$ cat src/rtl/axil_to_apb.sv
// AXI4-Lite slave to APB3 master bridge.
// One APB transfer at a time. AW, W and AR are captured in independent
// holding registers. Reads and writes are granted round-robin. A per-access
// timeout answers DECERR when a peripheral never raises pready.
// Every output is driven straight from a flop.

module axil_to_apb #(
  parameter int ADDR_WIDTH     = 32,
  parameter int DATA_WIDTH     = 32,
  parameter int TIMEOUT_CYCLES = 255
) (
  input  logic                  axi_aclk,
  input  logic                  axi_aresetn,
  // AXI-Lite write address
  input  logic [ADDR_WIDTH-1:0] s_axil_awaddr,
  input  logic                  s_axil_awvalid,
  output logic                  s_axil_awready,
  // AXI-Lite write data
  input  logic [DATA_WIDTH-1:0] s_axil_wdata,
  input  logic                  s_axil_wvalid,
  output logic                  s_axil_wready,
  // AXI-Lite write response
  output logic [1:0]            s_axil_bresp,
  output logic                  s_axil_bvalid,
  input  logic                  s_axil_bready,
  // AXI-Lite read address
  input  logic [ADDR_WIDTH-1:0] s_axil_araddr,
  input  logic                  s_axil_arvalid,
  output logic                  s_axil_arready,
  // AXI-Lite read data
  output logic [DATA_WIDTH-1:0] s_axil_rdata,
  output logic [1:0]            s_axil_rresp,
  output logic                  s_axil_rvalid,
  input  logic                  s_axil_rready,
  // APB master
  output logic [ADDR_WIDTH-1:0] m_apb_paddr,
  output logic                  m_apb_psel,
  output logic                  m_apb_penable,
  output logic                  m_apb_pwrite,
  output logic [DATA_WIDTH-1:0] m_apb_pwdata,
  input  logic [DATA_WIDTH-1:0] m_apb_prdata,
  input  logic                  m_apb_pready,
  input  logic                  m_apb_pslverr
);

  typedef enum logic [2:0] {
    ST_IDLE,
    ST_SETUP,
    ST_ACCESS,
    ST_RESP_W,
    ST_RESP_R
  } state_e;

  localparam logic [1:0]  RespOkay      = 2'b00;
  localparam logic [1:0]  RespSlvErr    = 2'b10;
  localparam logic [1:0]  RespDecErr    = 2'b11;
  localparam bit          TimeoutEnable = (TIMEOUT_CYCLES != 0);
  localparam logic [15:0] TimeoutLimit  = 16'(TIMEOUT_CYCLES);

  state_e state_q, state_d;

  // Holding registers; the ready flop doubles as the inverted held flag
  logic                  awready_q, awready_d;
  logic                  wready_q,  wready_d;
  logic                  arready_q, arready_d;
  logic [ADDR_WIDTH-1:0] awaddr_q,  awaddr_d;
  logic [DATA_WIDTH-1:0] wdata_q,   wdata_d;
  logic [ADDR_WIDTH-1:0] araddr_q,  araddr_d;

  // Round-robin memory: 1 when the most recent grant was a write
  logic                  last_write_q, last_write_d;

  // APB side registers
  logic [ADDR_WIDTH-1:0] paddr_q,   paddr_d;
  logic                  pwrite_q,  pwrite_d;
  logic [DATA_WIDTH-1:0] pwdata_q,  pwdata_d;
  logic                  psel_q,    psel_d;
  logic                  penable_q, penable_d;
  logic [15:0]           cnt_q,     cnt_d;

  // AXI response registers
  logic [1:0]            bresp_q,   bresp_d;
  logic                  bvalid_q,  bvalid_d;
  logic [1:0]            rresp_q,   rresp_d;
  logic                  rvalid_q,  rvalid_d;
  logic [DATA_WIDTH-1:0] rdata_q,   rdata_d;

  logic       write_elig;
  logic       read_elig;
  logic       grant_w;
  logic       grant_r;
  logic       timeout_hit;
  logic       access_done;
  logic       b_hs;
  logic       r_hs;
  logic [1:0] access_resp;

  assign write_elig = !awready_q && !wready_q;
  assign read_elig  = !arready_q;

  // On a tie the type that did not win the previous grant goes first
  assign grant_w = write_elig && (!read_elig || !last_write_q);
  assign grant_r = read_elig && !grant_w;

  // pready has priority over a timeout landing in the same cycle
  assign timeout_hit = TimeoutEnable && (cnt_q == TimeoutLimit) && !m_apb_pready;
  assign access_done = m_apb_pready || timeout_hit;
  assign access_resp = m_apb_pready ? (m_apb_pslverr ? RespSlvErr : RespOkay) : RespDecErr;

  assign b_hs = bvalid_q && s_axil_bready;
  assign r_hs = rvalid_q && s_axil_rready;

  // State register; reset abandons any APB transfer in progress
  always_ff @(posedge axi_aclk or negedge axi_aresetn) begin
    if (!axi_aresetn) begin
      state_q <= ST_IDLE;
    end else begin
      state_q <= state_d;
    end
  end

  // Next-state decode
  always_comb begin
    state_d = state_q;
    case (state_q)
      ST_IDLE: begin
        if (grant_w || grant_r) begin
          state_d = ST_SETUP;
        end
      end
      ST_SETUP: begin
        state_d = ST_ACCESS;
      end
      ST_ACCESS: begin
        if (access_done) begin
          state_d = pwrite_q ? ST_RESP_W : ST_RESP_R;
        end
      end
      ST_RESP_W: begin
        if (b_hs) begin
          state_d = ST_IDLE;
        end
      end
      ST_RESP_R: begin
        if (r_hs) begin
          state_d = ST_IDLE;
        end
      end
      default: begin
        state_d = ST_IDLE;
      end
    endcase
  end

  // Next values of every output and datapath register, decoded from the current state
  always_comb begin
    awready_d    = awready_q;
    wready_d     = wready_q;
    arready_d    = arready_q;
    awaddr_d     = awaddr_q;
    wdata_d      = wdata_q;
    araddr_d     = araddr_q;
    last_write_d = last_write_q;
    paddr_d      = paddr_q;
    pwrite_d     = pwrite_q;
    pwdata_d     = pwdata_q;
    psel_d       = psel_q;
    penable_d    = penable_q;
    cnt_d        = cnt_q;
    bresp_d      = bresp_q;
    bvalid_d     = bvalid_q;
    rresp_d      = rresp_q;
    rvalid_d     = rvalid_q;
    rdata_d      = rdata_q;

    // Channel captures run in every state so a read can queue behind a write and vice versa
    if (s_axil_awvalid && awready_q) begin
      awready_d = 1'b0;
      awaddr_d  = s_axil_awaddr;
    end
    if (s_axil_wvalid && wready_q) begin
      wready_d = 1'b0;
      wdata_d  = s_axil_wdata;
    end
    if (s_axil_arvalid && arready_q) begin
      arready_d = 1'b0;
      araddr_d  = s_axil_araddr;
    end

    case (state_q)
      ST_IDLE: begin
        if (grant_w || grant_r) begin
          psel_d       = 1'b1;
          penable_d    = 1'b0;
          pwrite_d     = grant_w;
          paddr_d      = grant_w ? awaddr_q : araddr_q;
          pwdata_d     = grant_w ? wdata_q : '0;
          last_write_d = grant_w;
        end
      end
      ST_SETUP: begin
        penable_d = 1'b1;
        cnt_d     = '0;
      end
      ST_ACCESS: begin
        if (access_done) begin
          psel_d    = 1'b0;
          penable_d = 1'b0;
          if (pwrite_q) begin
            bresp_d  = access_resp;
            bvalid_d = 1'b1;
          end else begin
            rresp_d  = access_resp;
            rvalid_d = 1'b1;
            rdata_d  = m_apb_pready ? m_apb_prdata : '0;
          end
        end else if (cnt_q != 16'hFFFF) begin
          cnt_d = cnt_q + 16'd1;
        end
      end
      ST_RESP_W: begin
        if (b_hs) begin
          bvalid_d  = 1'b0;
          awready_d = 1'b1;
          wready_d  = 1'b1;
        end
      end
      ST_RESP_R: begin
        if (r_hs) begin
          rvalid_d  = 1'b0;
          arready_d = 1'b1;
        end
      end
      default: begin
      end
    endcase
  end

  // Output and datapath registers; readies come out of reset high, everything else low
  always_ff @(posedge axi_aclk or negedge axi_aresetn) begin
    if (!axi_aresetn) begin
      awready_q    <= 1'b1;
      wready_q     <= 1'b1;
      arready_q    <= 1'b1;
      awaddr_q     <= '0;
      wdata_q      <= '0;
      araddr_q     <= '0;
      last_write_q <= 1'b0;
      paddr_q      <= '0;
      pwrite_q     <= 1'b0;
      pwdata_q     <= '0;
      psel_q       <= 1'b0;
      penable_q    <= 1'b0;
      cnt_q        <= '0;
      bresp_q      <= RespOkay;
      bvalid_q     <= 1'b0;
      rresp_q      <= RespOkay;
      rvalid_q     <= 1'b0;
      rdata_q      <= '0;
    end else begin
      awready_q    <= awready_d;
      wready_q     <= wready_d;
      arready_q    <= arready_d;
      awaddr_q     <= awaddr_d;
      wdata_q      <= wdata_d;
      araddr_q     <= araddr_d;
      last_write_q <= last_write_d;
      paddr_q      <= paddr_d;
      pwrite_q     <= pwrite_d;
      pwdata_q     <= pwdata_d;
      psel_q       <= psel_d;
      penable_q    <= penable_d;
      cnt_q        <= cnt_d;
      bresp_q      <= bresp_d;
      bvalid_q     <= bvalid_d;
      rresp_q      <= rresp_d;
      rvalid_q     <= rvalid_d;
      rdata_q      <= rdata_d;
    end
  end

  assign s_axil_awready = awready_q;
  assign s_axil_wready  = wready_q;
  assign s_axil_arready = arready_q;
  assign s_axil_bresp   = bresp_q;
  assign s_axil_bvalid  = bvalid_q;
  assign s_axil_rresp   = rresp_q;
  assign s_axil_rvalid  = rvalid_q;
  assign s_axil_rdata   = rdata_q;
  assign m_apb_paddr    = paddr_q;
  assign m_apb_psel     = psel_q;
  assign m_apb_penable  = penable_q;
  assign m_apb_pwrite   = pwrite_q;
  assign m_apb_pwdata   = pwdata_q;

endmodule

$ cat config.mk
export PLATFORM = sky130hd
export DESIGN_NAME = axil_to_apb
export DESIGN_NICKNAME = d
export VERILOG_FILES = /design/src/rtl/axil_to_apb.sv
export SDC_FILE = /design/constraint.sdc
export NUM_CORES = 1
export LEC_CHECK = 0
export ABC_AREA = 0
export BUFFER_PORTS_ARGS = -buffer_cell sky130_fd_sc_hd__buf_2
export CAP_MARGIN = 40
export CORE_AREA = 2 2 153 155
export CTS_CLUSTER_SIZE = 16
export DETAILED_ROUTE_END_ITERATION = 16
export DIE_AREA = 0 0 155 157
export PLACE_DENSITY = 0.68
export SYNTH_ARGS = -nofsm -noshare
export SYNTH_HDL_FRONTEND = slang
export SYNTH_SLANG_ARGS = --single-unit
$ cat constraint.sdc
create_clock -name axi_aclk -period 3.62 [get_ports axi_aclk]
set_input_delay 0.362 -clock axi_aclk [delete_from_list [all_inputs] [get_ports axi_aclk]]
set_output_delay 0.362 -clock axi_aclk [all_outputs]
set_load 0.02 [all_outputs]
# Word-level counts from Yosys, hierarchy flattened
# Cells that the tools add are included.
[op_classes]
n_lt_le_gt_ge = 0
n_mux = 36
shifts = 0
mul = 0
reduce_logical = 33
eq_ne = 14
addsub = 1
bitwise_logic = 1
n_div = 0
[ops]
columns = ["cell", "n"]
rows = [
  ["$mux 32", 3],
  ["$mux 16", 2],
  ["$pmux 16 s2", 1],
  ["$mux 1", 18],
  ["$add 16x1->16 const B", 1],
  ["$eq 16x8->1 const B", 1],
  ["$ne 16x16->1 const B", 1],
  ["$ne 2x2->1 const B", 8],
  ["$mux 3", 5],
  ["$pmux 3 s5", 1],
  ["$reduce_and 3->1", 5],
  ["$reduce_and 4->1", 3],
  ["$logic_and 1x1->1", 9],
  ["$reduce_bool 2->1", 4],
  ["$eq 3x2->1 const B", 2],
  ["$logic_not 1->1", 6],
  ["$pmux 1 s2", 3],
  ["$mux 2", 2],
  ["$eq 3x1->1 const B", 1],
  ["$eq 3x3->1 const B", 1],
  ["$logic_not 3->1", 1],
  ["$logic_or 1x1->1", 3],
  ["$pmux 1 s3", 1],
  ["$reduce_bool 3->1", 1],
  ["2 further kinds", 2],
]
[word_totals]
latch_bits = 0
mem_bits_rw = 0
romBits = 0
mem_count = 0
in_bits = 137
elab_cells = 103
output_inout_bits = 108
register_bits = 223

# Logic depth before layout (Yosys ltp)
[logic_depth]
word_depth = 8
depth_mapped = 8

# Worst setup path before layout
# OpenSTA, ideal clock, no wires.
[synth_path]
path_kind = "register to register"
from = "register cnt_q[0]"
to = "register cnt_q[3]"
arrival_ns = 1.869
setup_slack_ns = 1.633
synth_period_minus_slack_ns = 1.987
path_buffers = 1
stages_incl_launch_ff = 8
path_cell_list = "dfrtp_1 -> ha_1 -> and4_1 -> buf_2 -> nand4_1 -> nand3_1 -> mux2_2 -> a21o_1"
[synth_via]
elab_chain_cells = 5
word_cells_on_any_way = 11
[synth_lines]
columns = ["element", "line", "text"]
rows = [
  ["start: declaration", "79", "logic [15:0] cnt_q, cnt_d;"],
  ["start signal: assignment", "273", "cnt_q <= cnt_d;"],
  ["parallel branches: the longest is 5 deep, another holds $add 16x1->16", "-", ""],
]
# Several ways; the timed one is not identified. The select of a mux whose other input is x is not followed.
# A chain may end at the register's enable or synchronous reset.

# Worst setup path after layout
[layout_path]
from = "register cnt_q[0]"
to = "register rdata_q[27], in the netlist s_axil_rdata[27]"
[layout_via]
elab_chain_cells = 4
[layout_lines]
columns = ["element", "line", "text"]
rows = [
  ["$eq 16x8->1", "106", "assign timeout_hit = TimeoutEnable && (cnt_q == TimeoutLimit) && !m_apb_pready;"],
  ["$logic_and 1x1->1", "106", ""],
  ["$logic_or 1x1->1", "107", "assign access_done = m_apb_pready || timeout_hit;"],
  ["$reduce_and 3->1 (no source line)", "-", ""],
  ["end signal: assignment", "278", "rdata_q <= rdata_d;"],
  ["end: declaration", "86", "logic [DATA_WIDTH-1:0] rdata_q, rdata_d;"],
]
# Every way passes these cells.

==> impl_metrics.sql <==
INSERT INTO impl_metrics (metric_group, metric, value, unit) VALUES
('synthesis', 'xor_xnor_share_of_the_synthesized_area', '0.0979', '%'),
('critical_path', 'worst_ep_arrival_time', '2.79', 'ns'),
('global_route', 'antenna_found_initial', '3', ''),
('place', 'worst_setup_timing_slack_at_the_placement_stage', '1.28', 'ns'),
('sta', 'report.final.setup_viol', '0', ''),
('power_and_ir_drop', 'share_seq_of_total_power', '39.8', '%'),
('die', 'core-area', '22500', 'µm²'),
('clock_tree', 'cell_chosen_for_the_clock_root', 'sky130_fd_sc_hd__clkbuf_16', ''),
('power_and_ir_drop', 'cellPowerDensity', '920', 'nW/µm²'),
('detailed_routing', 'drt.antenna.violating_nets', '0', ''),
('global_route', 'track_usage', '16.9', '%'),
('clock_tree', 'number_of_cts_inserted_buffers', '25', ''),
('sta', 'final_critical_path_setup_slack', '1.23', 'ns'),
('detailed_routing', 'route.vias.total', '6299', ''),
('synthesis', 'ys_seq_elements', '223', ''),
('synthesis', 'synth_top_family_by_area', 'multiplexers', ''),
('synthesis', 'synth_enable_flop_cells', '0', ''),
('sta', 'timing_max_transition_violations_final', '0', ''),
('critical_path', 'worstSetupPathType', 'flop to flop', ''),
('synthesis', 'yosys.area_share.adder', '0.140', '%'),
('synthesis', 'muxShareOfSynthArea', '16.0', '%'),
('place', 'dp_hpwl', '13800', 'µm'),
('critical_path', 'crit_family', 'simple AND/OR/NAND/NOR gates', ''),
('critical_path', 'cp.required', '4.02', 'ns'),
('detailed_routing', 'routed_wire_length_per_instance', '17.1', 'µm'),
('power_and_ir_drop', 'pwr-share-comb', '36.0', '%'),
('critical_path', 'path_buf_inv', '1', ''),
('critical_path', 'max_stage_delay', '0.58', 'ns'),
('synthesis', 'synth_compound_area_share', '12.3', '%'),
('global_route', 'grt_max_degree', '85', ''),
('flow_run', 'drv_cap', '0', ''),
('clock_tree', 'post_cts.resized_instances', '0', ''),
('detailed_routing', 'postRouteWirelength', '20900', 'µm'),
('sta', 'relative_max_transition_margin', '56.3', '%'),
('clock_tree', 'clock_latency', '0.53', 'ns'),
('synthesis', 'syn_area_per_cell', '13.3', 'µm²'),
('global_route', 'gr-total-overflow', '0', ''),
('synthesis', 'warning_count_from_the_yosys_run', '0', ''),
('place', 'place_area', '10500', 'µm²'),
('place', 'numPortBuffers', '244', ''),
('global_route', 'grt_pass1_wl', '33200', 'µm'),
('detailed_routing', 'firstDrtPassIters', '4', ''),
('sta', 'grt_setup_unrepaired', 'false', ''),
('clock_tree', 'tritoncts', 'yes', ''),
('power_and_ir_drop', 'power.clock.fraction', '24.2', '%'),
('detailed_routing', 'drt-initial-drc-count', '289', ''),
('power_and_ir_drop', 'switching_part_of_the_total', '35.4', '%'),
('clock_tree', 'clock_path_buffers', '3', ''),
('die', 'fp.dieArea', '24300', 'µm²'),
('clock_tree', 'clkSinkCount', '223', ''),
('place', 'gp_congestion', '0.807', ''),
('synthesis', 'synth.net_count', '810', ''),
('die', 'io-pin-count', '245', ''),
('sta', 'worst_tran_pin_value', '0.656', 'ns'),
('critical_path', 'cpMaxStageDelayCell', 'sky130_fd_sc_hd__or3_1', ''),
('power_and_ir_drop', 'power.static_leakage', '5.64', 'nW'),
('cells_and_area', 'fillCellCount', '1991', ''),
('cells_and_area', 'final_nets', '1055', ''),
('run_status', 'run_status', 'complete, no violations', ''),
('detailed_routing', 'drt-vias-per-instance', '5.16', ''),
('sta', 'max_freq', '418', 'MHz'),
('die', 'chipHeight', '157', 'µm'),
('sta', 'time_the_final_worst_path_needs_with_i_o_delays_and_setup', '2.39', 'ns'),
('clock_tree', 'htree_levels', '1', ''),
('critical_path', 'worstSetupEndpointType', 'flop', ''),
('cells_and_area', 'final_layout_size_suffix_gt1_share', '43.1', '%'),
('synthesis', 'synth_simple_gate_area_share', '6.31', '%'),
('sta', 'final_hold_violation_count', '0', ''),
('power_and_ir_drop', 'net_switching_power', '3.70', 'mW'),
('die', 'die_x', '155', 'µm'),
('global_route', 'grt_pass1_vias', '6361', '');
## power groups by stage
stage	clock network, mW	logic, mW	registers, mW
after floorplan	0	2.10	4.65
after global placement	0	3.70	4.16
after detailed placement	0	3.81	4.19
after CTS	2.61	3.82	4.16
after global routing	2.73	4.12	4.30
final	2.53	3.77	4.16
## final timing paths
kind	end	depth (start not counted)	startpoint	slack [ns]
worst max-delay path	s_axil_rdata[27]	6	cnt_q[0]	1.23
min in group asynchronous	cnt_q[8]	2	axi_aresetn	0.36
worst min register to register	m_apb_paddr[14]	2	m_apb_paddr[14]	0.47
worst min-delay path	awaddr_q[17]	2	s_axil_awaddr[17]	0.06
max in group asynchronous	awaddr_q[6]	3	axi_aresetn	2.42
worst max register to register	s_axil_rdata[27]	6	cnt_q[0]	1.23
## per-stage QoR
| stage | hold slack, ns | std cells | power [mW] |
|---|---|---|---|
| floorplan | 0.0664 | 672 | 6.75 |
| global placement | 0.339 | 1170 | 7.86 |
| detailed placement | 0.335 | 1171 | 8.00 |
| CTS | 0.0329 | 1220 | 10.6 |
| global route | 0.0327 | 1221 | 11.2 |
| finish | 0.0580 | 1221 | 10.5 |
## sequential cells by signal, summed over array words and instances, names as in the netlist, 2 cells and up
| name | count |
|---|---|
| awaddr_q | 32 |
| s_axil_rdata | 32 |
| m_apb_pwdata | 32 |
| s_axil_bresp | 2 |
| wdata_q | 32 |
| s_axil_rresp | 2 |
| cnt_q | 16 |
| araddr_q | 32 |
| m_apb_paddr | 32 |
| state_q | 3 |
## layout make-up
type                            instances  area, µm²  area share (%)
Tap cell                              285        357            3.13
Timing Repair Buffer                  261       1410            12.4
Inverter                               10       37.5           0.330
Sequential cell                       223       5580            49.1
Clock inverter                          5       68.8           0.605
Antenna cell                            1       2.50          0.0220
Multi-Input combinational cell        396       3140            27.6
Clock buffer                           40        772            6.79
## layer usage
metal	routed length, µm	up-vias	global-route usage (%)
li1	-	2949	-
met1	8720	3093	21.4
met2	9990	219	28.0
met3	1650	36	5.29
met4	557	2	5.11
met5	14	-	0
## cells by family after synthesis
logic type                 count (synthesis)
and+or+nand+nor                          110
DFF                                      223
buffers and inverters                     53
AOI/OAI and AO/OA                        153
muxes                                    131
xor gates and xnor gates                   1
adders and majority gates                  1
## cells in the final DEF (no fill, tap or decap), types with 2 or more instances in the layout
| master | n |
|---|---|
| sky130_fd_sc_hd__inv_1 | 10 |
| sky130_fd_sc_hd__buf_12 | 2 |
| sky130_fd_sc_hd__and2_1 | 3 |
| sky130_fd_sc_hd__o21ai_0 | 55 |
| sky130_fd_sc_hd__nand2_1 | 48 |
| sky130_fd_sc_hd__clkbuf_16 | 25 |
| sky130_fd_sc_hd__and4_1 | 3 |
| sky130_fd_sc_hd__o31ai_1 | 5 |
| sky130_fd_sc_hd__buf_2 | 243 |
| sky130_fd_sc_hd__mux2i_1 | 34 |
| sky130_fd_sc_hd__nand2b_1 | 3 |
| sky130_fd_sc_hd__nor3_1 | 6 |
| sky130_fd_sc_hd__clkinv_2 | 2 |
| sky130_fd_sc_hd__and3_1 | 3 |
| sky130_fd_sc_hd__a21oi_1 | 7 |
| sky130_fd_sc_hd__clkbuf_1 | 6 |
| sky130_fd_sc_hd__buf_4 | 10 |
| sky130_fd_sc_hd__nor4_4 | 3 |
| sky130_fd_sc_hd__nand3b_1 | 2 |
| sky130_fd_sc_hd__or3_1 | 3 |
| sky130_fd_sc_hd__a21o_1 | 3 |
| sky130_fd_sc_hd__dlygate4sd3_1 | 4 |
| sky130_fd_sc_hd__clkbuf_8 | 9 |
| sky130_fd_sc_hd__nand4_1 | 9 |
| sky130_fd_sc_hd__mux2_2 | 97 |
| sky130_fd_sc_hd__dfrtp_1 | 220 |
| sky130_fd_sc_hd__dfstp_2 | 3 |
| sky130_fd_sc_hd__a31oi_1 | 4 |
| sky130_fd_sc_hd__nor2_1 | 10 |
| sky130_fd_sc_hd__a32oi_1 | 2 |
| sky130_fd_sc_hd__o21a_1 | 4 |
| sky130_fd_sc_hd__a22o_1 | 64 |
| sky130_fd_sc_hd__nand3_1 | 14 |
## cell usage after synthesis, drive strengths merged (5+ instances only)
master  instances  area [µm²]
inv            10        37.5
mux2i          34         340
o31ai           5        37.5
nand2          48         180
mux2           97        1090
nand3          14        70.1
clkbuf         20        75.1
nor2           10        37.5
o21ai          55         275
a22o           64         561
dfrtp         220        5510
nor3            6        30.0
nand4           9        56.3
a21oi           7        35.0
buf            23         129
## what timing repair did
| action | in CTS | in global routing |
|---|---|---|
| endpoints found under the setup margin | 0 | 0 |
| endpoints found under the hold margin | 58 | 0 |
| hold buffers | 4 | 0 |
Note: power is estimated with default switching activity, not from simulation.
